[src/rtl/position_overlay.sv]
// Draws a square marker outline around a per-frame centroid and holds it through short dropouts.
// The marker is sampled once per frame, one cycle after the raster reaches the frame-end position.
module position_overlay #(
    parameter int INPUT_WIDTH = 11,
    parameter int COLOR_WIDTH = 10,
    parameter int FRAME_X_MAX = 640,
    parameter int FRAME_Y_MAX = 480,
    parameter int BOX_HALF    = 8,
    parameter int HOLD_FRAMES = 4,
    parameter logic [3*COLOR_WIDTH-1:0] MARKER_COLOR = {10'h3FF, 10'h000, 10'h000}
) (
    input  logic                     clk,
    input  logic                     reset,
    input  logic                     enable,
    input  logic [INPUT_WIDTH-1:0]   vga_x,
    input  logic [INPUT_WIDTH-1:0]   vga_y,
    input  logic [3*COLOR_WIDTH-1:0] pixel_in,
    input  logic [INPUT_WIDTH-1:0]   x_position,
    input  logic [INPUT_WIDTH-1:0]   y_position,
    output logic [3*COLOR_WIDTH-1:0] pixel_out,
    output logic [INPUT_WIDTH-1:0]   marker_x,
    output logic [INPUT_WIDTH-1:0]   marker_y,
    output logic                     marker_valid,
    output logic                     coasting
);
    localparam int CNT_W = $clog2(HOLD_FRAMES + 1);
    localparam logic [INPUT_WIDTH-1:0] FRAME_X  = FRAME_X_MAX[INPUT_WIDTH-1:0];
    localparam logic [INPUT_WIDTH-1:0] FRAME_Y  = FRAME_Y_MAX[INPUT_WIDTH-1:0];
    localparam logic [CNT_W-1:0]       HOLD_CNT = HOLD_FRAMES[CNT_W-1:0];
    localparam logic [INPUT_WIDTH:0]   BOX_H    = BOX_HALF[INPUT_WIDTH:0];

    typedef enum logic [1:0] {IDLE, TRACK, COAST} state_t;

    state_t                     state_q;
    logic [CNT_W-1:0]           miss_cnt_q;
    logic [INPUT_WIDTH-1:0]     marker_x_q, marker_y_q;
    logic                       marker_valid_q, coasting_q;
    logic                       frame_end_q;
    logic [3*COLOR_WIDTH-1:0]   pixel_q, pixel_d;

    logic frame_end, sample_pulse, sample_miss;
    assign frame_end    = enable && (vga_x == FRAME_X) && (vga_y == FRAME_Y);
    assign sample_pulse = enable && frame_end_q;
    assign sample_miss  = (&x_position) && (&y_position);

    always_ff @(posedge clk) begin
        if (reset) frame_end_q <= 1'b0;
        else       frame_end_q <= frame_end;
    end

    always_ff @(posedge clk) begin
        if (reset || !enable) begin
            state_q        <= IDLE;
            miss_cnt_q     <= '0;
            marker_x_q     <= '0;
            marker_y_q     <= '0;
            marker_valid_q <= 1'b0;
            coasting_q     <= 1'b0;
        end else if (sample_pulse) begin
            if (!sample_miss) begin
                state_q        <= TRACK;
                miss_cnt_q     <= '0;
                marker_x_q     <= x_position;
                marker_y_q     <= y_position;
                marker_valid_q <= 1'b1;
                coasting_q     <= 1'b0;
            end else begin
                case (state_q)
                    TRACK: begin
                        state_q        <= COAST;
                        miss_cnt_q     <= CNT_W'(1);
                        marker_valid_q <= 1'b1;
                        coasting_q     <= 1'b1;
                    end
                    COAST: begin
                        // Saturating compare keeps the counter from ever wrapping.
                        if (miss_cnt_q >= HOLD_CNT) begin
                            state_q        <= IDLE;
                            miss_cnt_q     <= '0;
                            marker_valid_q <= 1'b0;
                            coasting_q     <= 1'b0;
                        end else begin
                            miss_cnt_q <= miss_cnt_q + CNT_W'(1);
                        end
                    end
                    default: begin
                        state_q        <= IDLE;
                        marker_valid_q <= 1'b0;
                        coasting_q     <= 1'b0;
                    end
                endcase
            end
        end
    end

    // One extra bit on the differences so markers near x=0 never alias to the far edge.
    logic signed [INPUT_WIDTH:0] dx, dy;
    logic        [INPUT_WIDTH:0] adx, ady;
    logic                        on_outline;
    assign dx  = $signed({1'b0, vga_x}) - $signed({1'b0, marker_x_q});
    assign dy  = $signed({1'b0, vga_y}) - $signed({1'b0, marker_y_q});
    assign adx = dx[INPUT_WIDTH] ? $unsigned(-dx) : $unsigned(dx);
    assign ady = dy[INPUT_WIDTH] ? $unsigned(-dy) : $unsigned(dy);
    assign on_outline = (adx <= BOX_H) && (ady <= BOX_H) && ((adx == BOX_H) || (ady == BOX_H));

    assign pixel_d = (enable && marker_valid_q && on_outline) ? MARKER_COLOR : pixel_in;

    always_ff @(posedge clk) begin
        if (reset) pixel_q <= '0;
        else       pixel_q <= pixel_d;
    end

    assign pixel_out    = pixel_q;
    assign marker_x     = marker_x_q;
    assign marker_y     = marker_y_q;
    assign marker_valid = marker_valid_q;
    assign coasting     = coasting_q;
endmodule
[config.mk]
export PLATFORM = sky130hd
export DESIGN_NAME = position_overlay
export DESIGN_NICKNAME = d
export VERILOG_FILES = /design/src/rtl/position_overlay.sv
export SDC_FILE = /design/constraint.sdc
export NUM_CORES = 1
export LEC_CHECK = 0
export ABC_AREA = 1
export CORE_ASPECT_RATIO = 0.8
export CORE_MARGIN = 8
export CORE_UTILIZATION = 45
export DETAILED_ROUTE_END_ITERATION = 6
export PLACE_DENSITY = 0.78
export SLEW_MARGIN = 20
export SYNTH_ARGS = -nofsm -noshare
export SYNTH_HDL_FRONTEND = slang
export SYNTH_SLANG_ARGS = --single-unit
export TNS_END_PERCENT = 50
[constraint.sdc]
create_clock -name clk -period 8.9 [get_ports clk]
set_input_delay 2.67 -clock clk [delete_from_list [all_inputs] [get_ports clk]]
set_output_delay 2.67 -clock clk [all_outputs]
set_load 0.05 [all_outputs]
==> flow_metrics.env <==
export IMPL_maxCapViolCount=0
export IMPL_routabilityCongestion=0.981
export IMPL_hold_path_depth=2
export IMPL_rows=31
export IMPL_fin_crit_sh_pct=66.8
export IMPL_clock_path_buffers=2
export IMPL_hold_buffers=0
export IMPL_antenna_cells=0
export IMPL_synth_area_sq_um=4170
export IMPL_clk_insertion_delay_late_ns=0.32
export IMPL_ant_nets=0
export IMPL_grt_pass1_vias=4497
export IMPL_die_area_sq_um=12600
export IMPL_outcome="completed"
export IMPL_crit_fanout=20
export IMPL_htree_num_levels=3
export IMPL_clock_sink_count=59
export IMPL_cp_end_kind="register"
export IMPL_busiest_layer="met2"
export IMPL_use_met1_pct=25.9
export IMPL_fmax_mhz=168
export IMPL_total_power_mw=0.862
export IMPL_cp_common_cell="nand3_1"
export IMPL_cellPowerDensity_nw_per_um2=146
export IMPL_grt_max_degree=45
export IMPL_finalMaxSlewViolations=0
export IMPL_p_leak_nw=2.75
export IMPL_dpl_cell_count=891
export IMPL_syn_num_nets=762
export IMPL_slew_headroom_pct=54.8
export IMPL_rsz0062_at_grt="no"
export IMPL_finalSetupViolations=0
export IMPL_routed_wl_um=13300
export IMPL_drtPass1Iterations=6
export IMPL_worstSetupPathType="input pin to register"
export IMPL_ys_seq_elements=59
export IMPL_drive_gt1_share_pct=8.71
export IMPL_ir_drop_uv=143
export IMPL_wire_per_inst_um=14.7
export IMPL_reg2reg_from="marker_x[0]"
export IMPL_grt_overflow=0
export IMPL_hold_class="register to register"
export IMPL_final_nets=892
export IMPL_startpoint_type="input pin"
export IMPL_worst_pin_slew_ns=0.676
export IMPL_die_height_um=102
export IMPL_viasPerCell=5.10
export IMPL_io_buffers=130
export IMPL_start_util_pct=46.1
export IMPL_seq_area_frac_synth_pct=28.3
export IMPL_worstPathRequired_ns=9.10
export IMPL_finClkSkew_ns=0.00923
export IMPL_synth_area_per_cell_sq_um=6.34
export IMPL_slowest_delay_ns=0.52
export IMPL_slowest_stage="nand2_2"
export IMPL_cts_setup_buffers=0
export IMPL_min_from="marker_x[6]"
export IMPL_track_usage_pct=21.2
export IMPL_r2r_cells=17
export IMPL_area_growth_pct=41.3
export IMPL_drc=0
export IMPL_cts_tree="built"
export IMPL_fin_ws_ns=2.95
export IMPL_cts_made_buffers=9
export IMPL_final_cell_mix="nand2_1 (166), clkdlybuf4s50_1 (130), inv_1 (128)"
export IMPL_mostFrequentLayoutCell="nand2_1"
export IMPL_pre_cts_ws_ns=2.61
export IMPL_ios=131
export IMPL_fp_coreArea_sq_um=9040
export IMPL_die_w_um=124
export IMPL_globalRouteMet3Util_pct=6.52
export IMPL_hpwl_um=11000
export IMPL_fin_crit_ns=5.95
export IMPL_synth_cell_types=33
export IMPL_path_cells="clkdlybuf4s50_1, inv_1, ha_1, inv_1, fa_1, inv_1, ha_1, a21boi_1, nand3_1, nor2_1, nand2_1, nor2_1, nand3_1, nand3_1, nand3_1, nor2_1, nand2_2, nand2_2, nor2_2"
export IMPL_arrival_ns=6.15
export IMPL_cts_resized=0
export IMPL_grt_use_met2_pct=34.9
export IMPL_grt_antenna_before_repair=0
export IMPL_clk_root_buffer_cell="clkbuf_16"
export IMPL_hold_viol_final=0
export IMPL_vias=4625
export IMPL_synthCells=657
export IMPL_startpoint="vga_x[0]"
export IMPL_ys_warn_count=0
export IMPL_instances_no_fill=907
export IMPL_holdWs_ns=0.486
export IMPL_grt_pass1_wl_um=21400
export IMPL_drt_iter0_markers=272
export IMPL_tns_ns=0
export IMPL_clk_pin_slew_ns=0.06
final timing paths:
check | endpoint | slack [ns]
min | marker_x[6] | 0.49
max | pixel_out[16] | 2.95
max reg2reg | pixel_out[16] | 5.51
min reg2reg | marker_x[6] | 0.49
cells in the mapped netlist:
cell type  count  area, sq um
a211oi_1       2         15.0
a21boi_1       1         7.51
a21o_1         1         7.51
a21oi_1       37          185
a21oi_2       13          114
a31oi_1        1         6.26
buf_6          3         33.8
buf_8          1         15.0
clkbuf_1       7         26.3
clkinv_1       1         3.75
dfxtp_1       59         1180
fa_1           2         40.0
ha_1          26          325
inv_1        128          480
inv_2          3         11.3
inv_4          1         6.26
nand2_1      167          627
nand2_2        7         43.8
nand2_4        2         22.5
nand3_1       55          275
nand3b_1       1         7.51
nand4_1       16          100
nor2_1        44          165
nor2_2        23          144
nor2_4         2         22.5
nor3_1         6         30.0
nor4_1         3         18.8
nor4b_1        1         8.76
o21ai_0       35          175
o21bai_1       4         30.0
or2_1          1         6.26
or2_2          1         6.26
xor2_1         3         26.3
registers in the layout, indices dropped and copies added (netlist names):
register / flops
miss_cnt_q: 3
state_q: 2
marker_valid: 1
marker_x: 11
pixel_out: 30
marker_y: 11
frame_end_q: 1
kinds of logic after synthesis:
group	after synthesis	share of synthesized area, %
AO/OA/AOI/OAI	94	13.0
XOR/XNOR	3	0.631
adder cells (fa/ha/maj)	28	8.77
buffers and inverters	144	13.8
flip-flops	59	28.3
AND/OR/NAND/NOR	329	35.5
report_power, final:
part	switching [mW]	internal, mW
combinational	0.112	0.0780
clock	0.124	0.275
sequential	0.00193	0.272
metrics by stage:
stage          cell area (sq um)  util, %
6_report                    5890     65.2
5_1_grt                     5890     65.2
2_1_floorplan               4170        -
4_1_cts                     5890     65.1
3_5_place_dp                5540     61.3
3_3_place_gp                5540     61.3
worst max-delay path: cells and delay by family:
family	cells	cell delay, ns
fa+ha+maj	3	0.77
buf+inv	4	0.74
compound gates	1	0.23
simple gates	11	1.75
final cells by class:
type / count / area (sq um)
inverter: 133 / 502
fill: 786 / 3150
tap: 115 / 144
clock inverter: 7 / 124
sequential: 59 / 1180
multi-input combinational: 454 / 2410
clock buffer: 9 / 225
timing repair buffer: 130 / 1300
per-layer routing:
metal	share of wire [%]	up-vias
met1	43	2105
met2	48	160
met4	2.3	0
met3	6.8	25
li1	-	2335
met5	0	-
No activity file was read; power rests on OpenSTA's default activity.
